<file path="config.mk">
export PLATFORM = sky130hd
export DESIGN_NAME = bcd_time_keeper_flat
export DESIGN_NICKNAME = d
export VERILOG_FILES = /design/src/rtl/bcd_time_keeper_if.sv /design/src/rtl/bcd_time_keeper.sv /design/src/flat_wrapper.sv
export SDC_FILE = /design/constraint.sdc
export NUM_CORES = 1
export LEC_CHECK = 0
export BUFFER_PORTS_ARGS = -buffer_cell sky130_fd_sc_hd__buf_2
export CORE_ASPECT_RATIO = 0.9
export CORE_MARGIN = 2
export CORE_UTILIZATION = 46
export CTS_BUF_LIST = sky130_fd_sc_hd__clkbuf_4
export DETAILED_ROUTE_END_ITERATION = 7
export GPL_TIMING_DRIVEN = 0
export PLACE_DENSITY = 0.66
export SYNTH_ARGS = -nofsm -noshare
export SYNTH_HDL_FRONTEND = slang
export SYNTH_SLANG_ARGS = --single-unit
</file>
<file path="constraint.sdc">
create_clock -name px_clk -period 8.9 [get_ports px_clk]
set_input_delay 0.445 -clock px_clk [delete_from_list [all_inputs] [get_ports px_clk]]
set_output_delay 0.445 -clock px_clk [all_outputs]
set_load 0.02 [all_outputs]
</file>
<file path="src/rtl/bcd_time_keeper_if.sv">
// rtl/bcd_time_keeper_if.sv - control inputs and BCD display outputs of the time keeper
interface bcd_time_keeper_if;
  logic       run;
  logic       mode_12h;
  logic       adj_min;
  logic       adj_hrs;
  logic       alarm_set;
  logic [4:0] alarm_hrs;
  logic [5:0] alarm_min;
  logic       alarm_ack;
  logic [1:0] hrs_d;
  logic [3:0] hrs_u;
  logic [2:0] min_d;
  logic [3:0] min_u;
  logic [2:0] sec_d;
  logic [3:0] sec_u;
  logic       pm;
  logic       sec_tick;
  logic       blink;
  logic       alarm;

  modport master (
    output run, mode_12h, adj_min, adj_hrs, alarm_set, alarm_hrs, alarm_min, alarm_ack,
    input  hrs_d, hrs_u, min_d, min_u, sec_d, sec_u, pm, sec_tick, blink, alarm
  );

  modport slave (
    input  run, mode_12h, adj_min, adj_hrs, alarm_set, alarm_hrs, alarm_min, alarm_ack,
    output hrs_d, hrs_u, min_d, min_u, sec_d, sec_u, pm, sec_tick, blink, alarm
  );
endinterface

</file>
<file path="src/rtl/bcd_time_keeper.sv">
// rtl/bcd_time_keeper.sv - BCD time-of-day counter with 12/24 h display and per-second tick
// Alarm registers, compare and alarm output exist only when BCD_TIME_KEEPER_ALARM_EN is defined.
module bcd_time_keeper #(
  parameter int TICKS_PER_SEC = 31_500_000,
  parameter int RESET_HRS     = 0,
  parameter int RESET_MIN     = 0,
  parameter int RESET_SEC     = 0
) (
  input logic              px_clk,
  input logic              reset,
  bcd_time_keeper_if.slave tk
);
  localparam int            PW         = $clog2(TICKS_PER_SEC);
  localparam logic [PW-1:0] PRESC_LAST = PW'(TICKS_PER_SEC - 1);
  localparam logic [PW-1:0] PRESC_HALF = PW'(TICKS_PER_SEC / 2);
  localparam logic [5:0]    RST_H      = {2'(RESET_HRS / 10), 4'(RESET_HRS % 10)};
  localparam logic [6:0]    RST_M      = {3'(RESET_MIN / 10), 4'(RESET_MIN % 10)};
  localparam logic [6:0]    RST_S      = {3'(RESET_SEC / 10), 4'(RESET_SEC % 10)};

  // Digit pairs are held as {tens, units}; increments never pass through an illegal code.
  function automatic logic [6:0] sexa_inc(input logic [6:0] v);
    if (v[3:0] != 4'd9) return {v[6:4], v[3:0] + 4'd1};
    if (v[6:4] != 3'd5) return {v[6:4] + 3'd1, 4'd0};
    return 7'd0;
  endfunction

  function automatic logic [5:0] hour_inc(input logic [5:0] v);
    if (v == 6'h23) return 6'd0;
    if (v[3:0] == 4'd9) return {v[5:4] + 2'd1, 4'd0};
    return {v[5:4], v[3:0] + 4'd1};
  endfunction

  function automatic logic [5:0] hour_disp(input logic [4:0] hb, input logic mode_12h);
    logic [4:0] d;
    d = hb;
    if (mode_12h && hb == 5'd0) d = 5'd12;
    else if (mode_12h && hb > 5'd12) d = hb - 5'd12;
    if (d >= 5'd20) return {2'd2, 4'(d - 5'd20)};
    if (d >= 5'd10) return {2'd1, 4'(d - 5'd10)};
    return {2'd0, d[3:0]};
  endfunction

  logic [PW-1:0] presc, presc_n;
  logic [5:0]    hrs, hrs_n;
  logic [6:0]    mins, mins_n, secs, secs_n;
  logic          tick, adj, tick_q;
  logic [4:0]    hrs_bin;
  logic [5:0]    hrs_out;
  logic [6:0]    min_out, sec_out;
  logic          pm_q, blink_q, sec_tick_q;

  assign tick    = tk.run && (presc == PRESC_LAST);
  assign adj     = tk.adj_min | tk.adj_hrs;
  assign hrs_bin = 5'(hrs[5:4]) * 5'd10 + 5'(hrs[3:0]);

  always_comb begin
    presc_n = presc;
    hrs_n   = hrs;
    mins_n  = mins;
    secs_n  = secs;
    if (adj) begin
      // An adjust swallows any tick landing in the same cycle.
      presc_n = '0;
      if (tk.adj_min) begin
        mins_n = sexa_inc(mins);
        secs_n = '0;
      end
      if (tk.adj_hrs) hrs_n = hour_inc(hrs);
    end else if (tick) begin
      presc_n = '0;
      secs_n  = sexa_inc(secs);
      if (secs == 7'h59) begin
        mins_n = sexa_inc(mins);
        if (mins == 7'h59) hrs_n = hour_inc(hrs);
      end
    end else if (tk.run) begin
      presc_n = presc + PW'(1);
    end
  end

  always_ff @(posedge px_clk) begin
    if (reset) begin
      presc  <= '0;
      hrs    <= RST_H;
      mins   <= RST_M;
      secs   <= RST_S;
      tick_q <= 1'b0;
    end else begin
      presc  <= presc_n;
      hrs    <= hrs_n;
      mins   <= mins_n;
      secs   <= secs_n;
      tick_q <= tick & ~adj;
    end
  end

  // Display stage trails the time state by one cycle, so sec_tick is delayed to match.
  always_ff @(posedge px_clk) begin
    if (reset) begin
      hrs_out    <= hour_disp(5'(RESET_HRS), tk.mode_12h);
      min_out    <= RST_M;
      sec_out    <= RST_S;
      pm_q       <= (RESET_HRS >= 12);
      blink_q    <= 1'b1;
      sec_tick_q <= 1'b0;
    end else begin
      hrs_out    <= hour_disp(hrs_bin, tk.mode_12h);
      min_out    <= mins;
      sec_out    <= secs;
      pm_q       <= (hrs_bin >= 5'd12);
      sec_tick_q <= tick_q;
      if (tk.run) blink_q <= (presc < PRESC_HALF);
    end
  end

  assign tk.hrs_d    = hrs_out[5:4];
  assign tk.hrs_u    = hrs_out[3:0];
  assign tk.min_d    = min_out[6:4];
  assign tk.min_u    = min_out[3:0];
  assign tk.sec_d    = sec_out[6:4];
  assign tk.sec_u    = sec_out[3:0];
  assign tk.pm       = pm_q;
  assign tk.sec_tick = sec_tick_q;
  assign tk.blink    = blink_q;

`ifdef BCD_TIME_KEEPER_ALARM_EN
  logic [4:0] al_hrs;
  logic [5:0] al_min;
  logic [5:0] min_bin;
  logic       alarm_q;

  assign min_bin = 6'(mins[6:4]) * 6'd10 + 6'(mins[3:0]);

  // tick_q marks the cycle holding a tick-produced time, so adjust-made matches never fire.
  always_ff @(posedge px_clk) begin
    if (reset) begin
      al_hrs  <= '0;
      al_min  <= '0;
      alarm_q <= 1'b0;
    end else begin
      if (tk.alarm_set) begin
        al_hrs <= tk.alarm_hrs;
        al_min <= tk.alarm_min;
      end
      if (tk.alarm_ack) alarm_q <= 1'b0;
      else if (tick_q && hrs_bin == al_hrs && min_bin == al_min && secs == 7'd0) alarm_q <= 1'b1;
    end
  end

  assign tk.alarm = alarm_q;
`else
  logic unused_alarm;
  assign unused_alarm = ^{tk.alarm_set, tk.alarm_hrs, tk.alarm_min, tk.alarm_ack};
  assign tk.alarm     = 1'b0;
`endif
endmodule

</file>
<file path="src/flat_wrapper.sv">
// flat-port wrapper written by rule: the top's interface ports become plain ports
module bcd_time_keeper_flat 
#(
  parameter int TICKS_PER_SEC = 31_500_000,
  parameter int RESET_HRS     = 0,
  parameter int RESET_MIN     = 0,
  parameter int RESET_SEC     = 0
)
  (px_clk, reset, tk_run, tk_mode_12h, tk_adj_min, tk_adj_hrs, tk_alarm_set, tk_alarm_hrs, tk_alarm_min, tk_alarm_ack, tk_hrs_d, tk_hrs_u, tk_min_d, tk_min_u, tk_sec_d, tk_sec_u, tk_pm, tk_sec_tick, tk_blink, tk_alarm);
  bcd_time_keeper_if tk_i ();
  input logic px_clk;
  input logic reset;
  input wire logic [$bits(tk_i.run)-1:0] tk_run;
  input wire logic [$bits(tk_i.mode_12h)-1:0] tk_mode_12h;
  input wire logic [$bits(tk_i.adj_min)-1:0] tk_adj_min;
  input wire logic [$bits(tk_i.adj_hrs)-1:0] tk_adj_hrs;
  input wire logic [$bits(tk_i.alarm_set)-1:0] tk_alarm_set;
  input wire logic [$bits(tk_i.alarm_hrs)-1:0] tk_alarm_hrs;
  input wire logic [$bits(tk_i.alarm_min)-1:0] tk_alarm_min;
  input wire logic [$bits(tk_i.alarm_ack)-1:0] tk_alarm_ack;
  output wire logic [$bits(tk_i.hrs_d)-1:0] tk_hrs_d;
  output wire logic [$bits(tk_i.hrs_u)-1:0] tk_hrs_u;
  output wire logic [$bits(tk_i.min_d)-1:0] tk_min_d;
  output wire logic [$bits(tk_i.min_u)-1:0] tk_min_u;
  output wire logic [$bits(tk_i.sec_d)-1:0] tk_sec_d;
  output wire logic [$bits(tk_i.sec_u)-1:0] tk_sec_u;
  output wire logic [$bits(tk_i.pm)-1:0] tk_pm;
  output wire logic [$bits(tk_i.sec_tick)-1:0] tk_sec_tick;
  output wire logic [$bits(tk_i.blink)-1:0] tk_blink;
  output wire logic [$bits(tk_i.alarm)-1:0] tk_alarm;
  assign tk_i.run = tk_run;
  assign tk_i.mode_12h = tk_mode_12h;
  assign tk_i.adj_min = tk_adj_min;
  assign tk_i.adj_hrs = tk_adj_hrs;
  assign tk_i.alarm_set = tk_alarm_set;
  assign tk_i.alarm_hrs = tk_alarm_hrs;
  assign tk_i.alarm_min = tk_alarm_min;
  assign tk_i.alarm_ack = tk_alarm_ack;
  assign tk_hrs_d = tk_i.hrs_d;
  assign tk_hrs_u = tk_i.hrs_u;
  assign tk_min_d = tk_i.min_d;
  assign tk_min_u = tk_i.min_u;
  assign tk_sec_d = tk_i.sec_d;
  assign tk_sec_u = tk_i.sec_u;
  assign tk_pm = tk_i.pm;
  assign tk_sec_tick = tk_i.sec_tick;
  assign tk_blink = tk_i.blink;
  assign tk_alarm = tk_i.alarm;
  bcd_time_keeper #(.TICKS_PER_SEC(TICKS_PER_SEC), .RESET_HRS(RESET_HRS), .RESET_MIN(RESET_MIN), .RESET_SEC(RESET_SEC)) u_core (.px_clk(px_clk), .reset(reset), .tk(tk_i));
endmodule
</file>
# ---- Word-level counts from Yosys, hierarchy flattened
# Cells that the tools add are included.
dict set report totals {
  reg_bits 69
  inputBits 19
  output_inout_bits 24
}
dict set report op_classes {
  n_addsub 13
  mul 1
  n_lt_le_gt_ge 7
  n_eq_ne 12
  muxes 89
  n_bitwise 3
  n_reduce_logical 13
}
# operator count
set ops {}
lappend ops {{$mux W6} 20}
lappend ops {{$mux W7} 17}
lappend ops {{$mux W1} 47}
lappend ops {{$add A25 B1 Y25 const B} 1}
lappend ops {{$eq A25 B25 Y1 const B} 1}
lappend ops {{$lt A25 B24 Y1 const B} 1}
lappend ops {{$mux W5} 4}
lappend ops {{$ge A5 B4 Y1 const B} 3}
lappend ops {{$eq A7 B7 Y1 const B} 2}
lappend ops {{$add A4 B1 Y4 const B} 3}
lappend ops {{$ge A5 B5 Y1 const B} 2}
lappend ops {{$ne A3 B3 Y1 const B} 3}
lappend ops {{$ne A4 B4 Y1 const B} 2}
lappend ops {{$sub A4 B3 Y4 const B} 2}
lappend ops {{$sub A4 B4 Y4 const B} 2}
lappend ops {{$add A3 B1 Y3 const B} 2}
lappend ops {{$eq A6 B6 Y1 const B} 1}
lappend ops {{$reduce_and A6 Y1} 1}
lappend ops {{$reduce_bool A2 Y1} 3}
lappend ops {{$add A5 B4 Y5} 1}
lappend ops {{$gt A5 B4 Y1 const B} 1}
lappend ops {{$logic_not A5 Y1} 1}
lappend ops {{$sub A5 B4 Y5 const B} 1}
lappend ops {{$eq A4 B4 Y1 const B} 1}
lappend ops {{13 further kinds} 16}

# ---- Longest topological paths before layout
dict set report depth {
  ltp_word 17
  ltp_mapped 15
}

# ---- Worst setup path before layout
# Ideal clock, no wire load.
dict set report synth_path {
  path_kind {register -> register}
  start {reg u_core.hrs[1]}
  end {reg u_core.hrs_out[2]}
  arrival_ps 3347
  required_time_ps 8805
  setup_slack_ps 5457
  path_stages_with_launch 16
  synth_period_minus_slack_ps 3443
  cell_sequence {dfxtp_1 -> ha_1 -> fa_1 -> xor2_1 -> ha_1 -> or3b_1 -> nand3_1 -> a221oi_1 -> o22ai_1 -> inv_1 -> ha_1 -> nand2_1 -> nor2_1 -> a211o_2 -> mux2i_1 -> a221oi_1}
}
dict set report synth_between {
  elab_chain_cells 13
}
# item line
set synth_rtl {}
lappend synth_rtl {{start: declaration} bcd_time_keeper.sv:44} ;# logic [5:0] hrs, hrs_n;
lappend synth_rtl {{start signal: assignment} bcd_time_keeper.sv:90} ;# hrs <= hrs_n;
lappend synth_rtl {{$add A5 B4 Y5 (*)} bcd_time_keeper.sv:54} ;# assign hrs_bin = 5'(hrs[5:4]) * 5'd10 + 5'(hrs[3:0]);
lappend synth_rtl {{$gt A5 B4 Y1} bcd_time_keeper.sv:37} ;# else if (mode_12h && hb > 5'd12) d = hb - 5'd12;
lappend synth_rtl {{$logic_and A1 B1 Y1} bcd_time_keeper.sv:37}
lappend synth_rtl {{$mux W5} bcd_time_keeper.sv:37}
lappend synth_rtl {{$mux W5 (*)} bcd_time_keeper.sv:36} ;# if (mode_12h && hb == 5'd0) d = 5'd12;
lappend synth_rtl {{$mux W5 (*)} bcd_time_keeper.sv:99} ;# if (reset) begin
lappend synth_rtl {{$ge A5 B4 Y1} bcd_time_keeper.sv:39} ;# if (d >= 5'd10) return {2'd1, 4'(d - 5'd10)};
lappend synth_rtl {{$mux W1 (2 in series)} bcd_time_keeper.sv:39}
lappend synth_rtl {{$mux W1} bcd_time_keeper.sv:99}
lappend synth_rtl {{$mux W6} bcd_time_keeper.sv:40} ;# return {2'd0, d[3:0]};
lappend synth_rtl {{$mux W6 (*)} bcd_time_keeper.sv:39}
lappend synth_rtl {{$mux W6 (*)} bcd_time_keeper.sv:99}
lappend synth_rtl {{end signal: assignment} bcd_time_keeper.sv:100} ;# hrs_out <= hour_disp(5'(RESET_HRS), tk.mode_12h);
lappend synth_rtl {{end signal: assignment} bcd_time_keeper.sv:107} ;# hrs_out <= hour_disp(hrs_bin, tk.mode_12h);
lappend synth_rtl {{end: declaration} bcd_time_keeper.sv:48} ;# logic [5:0] hrs_out;
# Every way passes the cells marked *; elsewhere a longest branch is shown, timed or not. The select of a mux whose other input is x is not followed.
# A chain may end at the register's enable or synchronous reset.

# ---- Worst setup path in the final report
dict set report layout_path {
  start {reg u_core.hrs[1]}
  end {reg u_core.hrs_out[1]}
}
# Same word-level chain as after synthesis.

==> reports/metrics.csv <==
stage,metric,value,unit
logic_synthesis,synth.cell_area,3338,sq um
timing,rsz0062_at_grt,false,
worst_setup_path,cp.depth,15,
worst_setup_path,critPathLaunchType,flip-flop,
floorplanning,placementRows,29,
clock_tree,numCtsBuffers,9,
clock_tree,clockRootBuffer,clkbuf_4,
global_route,grt_pass1_wl,10750,microns
timing,drv_slew,0,
worst_setup_path,r2r-start,u_core.hrs[1],
logic_synthesis,syn_inst,371,
global_route,grt_max_degree,13,
status,status,finished clean,
clock_tree,clkSinkCount,69,
timing,fin_ws,4.976,ns
route,avgViaCountPerCell,5.198,
timing,relSlewSlack,64.58,%
logic_synthesis,synth_edf_count,0,
worst_setup_path,crit_chain,"ha_1, fa_1, xor2_1, ha_1, or3b_1, nand3_1, a221oi_1, o22ai_1, inv_1, ha_1, nand2_1, nor2_1, a211o_2, a31o_1, nor3_1",
worst_setup_path,cp_slowest_stage_delay,0.43,ns
clock_tree,htreeDepth,3,
pwr,ir_worst_vdd,0.09643,mV
worst_setup_path,worstPathArrival,4.24,ns
worst_setup_path,crit_required,9.22,ns
cells_and_area,stdcell_count,506,
timing,min_period_over_period,44.09,%
route,detail_route.iter0.violations,89,
timing,hold_viol_final,0,
cells_and_area,design_area,3742,sq um
logic_synthesis,syn_nets,403,
worst_setup_path,cp_num_buf_inv,1,
cells_and_area,final_util,53.16,%
floorplanning,start_util,47.42,%
floorplanning,ioPinCount,43,
worst_setup_path,slowest_stage,o22ai_1,
route,finalWirelength,6180,microns
logic_synthesis,ys.warnings.count,0,
worst_setup_path,crit_start,u_core.hrs[1],
logic_synthesis,synth.top_cell.area_share,41.38,%
job,max_cap_viol_count,0,
worst_setup_path,endpoint_kind,flip-flop,
logic_synthesis,synth_area_leader_cell,dfxtp_1,
floorplanning,die_area,7955,sq um
worst_setup_path,path_max_fanout,9,
route,wire_per_inst,12.21,microns
worst_setup_path,rrSetupSlack,4.98,ns
cells_and_area,layout-drive-gt1-share,16.95,%
timing,setup_viol,0,
placement,dp_hpwl,4491,microns
placement,gp_congestion,0.8598,
clock_tree,post_cts.repair.setup_buffers,0,
global_route,grt_antenna_before_repair,0,
cells_and_area,area_growth,12.11,%
logic_synthesis,synthFlopType,dfxtp_1,
hold_path,hp-class,input port to flip-flop,
clock_tree,clk_latency,0.42,ns
global_route,track_usage,16.83,%
worst_setup_path,crit_family,adder cells,
worst_setup_path,reg2reg_depth,15,
logic_synthesis,ys_seq_elements,69,
clock_tree,ctsResizeCount,0,
timing,layout_min_cycle_time,3.924,ns
route,vias,2630,
timing,setup_tns,0,ns
route,drtAntennaViolNets,0,
placement,dpl-instance-area,3585,sq um
placement,port_buffers,26,
floorplanning,die_x,93.80,microns
cells_and_area,layout.nets,440,
clock_tree,cts.clk_slew.worst_paths,0.12,ns
floorplanning,die_y,84.82,microns
route,drcViolationCount,0,
placement,dpl_worst_slack,5.029,ns
pwr,power.leakage,1.430,nW
timing,tightest_slew,0.5264,ns
worst_setup_path,rr_endpoint,u_core.hrs_out[1],
clock_tree,tritoncts,built,
placement,dp.cells,490,
pwr,powerDensity,156.4,nW/um^2
logic_synthesis,seq_area_frac_synth,41.38,%
clock_tree,clk_path_buf_depth,2,
route,first_pass_iters,6,
logic_synthesis,synth_area_leaders,"dfxtp_1 (41%), xor2_1 (5.2%), nor2_1 (5.1%), ha_1 (4.5%), nand2_1 (3.7%)",
worst_setup_path,cp-endpoint,u_core.hrs_out[1],
global_route,grt_pass1_vias,2473,
logic_synthesis,async_reset_ff_share,0,%
timing,fmax,254.9,MHz
worst_setup_path,worstSetupPathType,flip-flop to flip-flop,
worst_setup_path,cpMostUsedCell,ha_1,
clock_tree,ctsHoldBuffers,0,
logic_synthesis,ys_types,68,
floorplanning,core_area,7039,sq um
global_route,grt_overflow,0,
cells_and_area,diodes,0,
timing,finalClockSkew,0.01721,ns
logic_synthesis,avgSynthCellArea,8.998,sq um
-- cells in the mapped netlist (2+ instances only) --
cell,number
a31oi_1,3
nor4b_1,5
nor4_1,4
and3_1,8
a21oi_2,2
and4_1,3
o21ai_2,2
a221oi_1,2
nand2_1,33
a21oi_1,15
xor2_1,20
nand3_1,14
nand2b_1,3
or3b_1,2
nor2b_1,19
xnor2_1,8
mux2i_1,4
dfxtp_1,69
nor3_1,5
o21ai_0,11
clkbuf_1,8
nand4b_1,2
inv_1,14
or3_1,5
mux2_2,3
ha_1,12
nand3b_1,2
nand4_1,6
or4_4,2
and4bb_2,2
buf_4,2
nor2_1,45
-- worst reg2reg max path: stages (launching register included) --
cell and delay [ns]:
dfxtp_1 0.41, ha_1 0.27, fa_1 0.38, xor2_1 0.33
ha_1 0.22, or3b_1 0.38, nand3_1 0.10, a221oi_1 0.08
o22ai_1 0.43, inv_1 0.14, ha_1 0.23, nand2_1 0.06
nor2_1 0.05, a211o_2 0.31, a31o_1 0.22, nor3_1 0.22
-- cell type report --
cell class	count	area (sq um)
repair buffers	26	130.1
clock buffers	9	67.56
plain buffers	12	60.06
flip-flops and latches	69	1381
fillers	693	3297
inverters	14	52.55
clock inverters	7	90.09
multi-input cells	276	1844
well taps	93	116.4
-- registers in the layout (all words and copies together) (netlist names) --
register	flops
u_core.tk.sec_tick	1
u_core.tk.blink	1
u_core.mins	7
u_core.hrs_out	6
u_core.min_out	7
u_core.tick_q	1
u_core.secs	7
u_core.tk.pm	1
u_core.presc	25
u_core.hrs	6
u_core.sec_out	7
-- how the worst min path moves through the flow --
stage	startpoint	endpoint	cells after the start
after global routing	tk_adj_hrs	u_core.presc[4]	2
final	tk_adj_hrs	u_core.presc[4]	2
after floorplan	u_core.tick_q	u_core.tk.sec_tick	1
after detailed placement	u_core.tick_q	u_core.tk.sec_tick	1
after global placement	u_core.tick_q	u_core.tk.sec_tick	1
after CTS	tk_adj_hrs	u_core.presc[4]	2
-- per-layer routing --
| layer | track usage (%) | up-vias | routed length, microns | part of all wire [%] |
|---|---|---|---|---|
| met2 | 28.25 | 34 | 2852 | 46 |
| met5 | 0 | - | 0 | 0 |
| met4 | 4.743 | 0 | 93 | 1.5 |
| li1 | - | 1376 | - | - |
| met1 | 20.50 | 1212 | 2994 | 48 |
| met3 | 5.861 | 8 | 240 | 3.9 |
-- placed cells by master, fill, tap and decap left out, types with 4 or more instances in the layout --
cell      synthesis  layout
nand3_1          14      14
o21ai_0          11      11
ha_1             12      12
and3_1            8       8
clkbuf_1          8       8
a21oi_1          15      15
nor4b_1           5       5
xnor2_1           8       8
nand2_1          33      33
nor3_1            5       5
or3_1             5       5
dfxtp_1          69      69
nor2b_1          19      19
nor4_1            4       4
xor2_1           20      20
mux2i_1           4       4
nand4_1           6       6
inv_1            14      14
clkbuf_4          0       9
nor2_1           45      45
buf_2             0      26
-- report_power, final --
| group | total [mW] | switching (mW) | internal (mW) |
|---|---|---|---|
| clock network | 0.224 | 0.112 | 0.112 |
| registers | 0.317 | 0.00382 | 0.314 |
| logic | 0.0438 | 0.0266 | 0.0172 |
-- logic make-up after synthesis --
group / synth area share, %
flip-flops: 41.38
adder cells (fa/ha/maj): 5.097
other: 0.1123
buffers and inverters: 3.373
multiplexers: 2.211
XOR/XNOR: 7.346
AND/OR/NAND/NOR: 29.80
AO/OA/AOI/OAI: 10.68
-- stage by stage --
stage,hold slack (ns),power [mW]
finish,0.3317,0.5855
global route,0.3280,0.6097
CTS,0.3239,0.5909
detailed placement,0.4296,0.3683
global placement,0.4307,0.3674
floorplan,0.4138,0.3564
No activity file was read; power rests on OpenSTA's default activity.
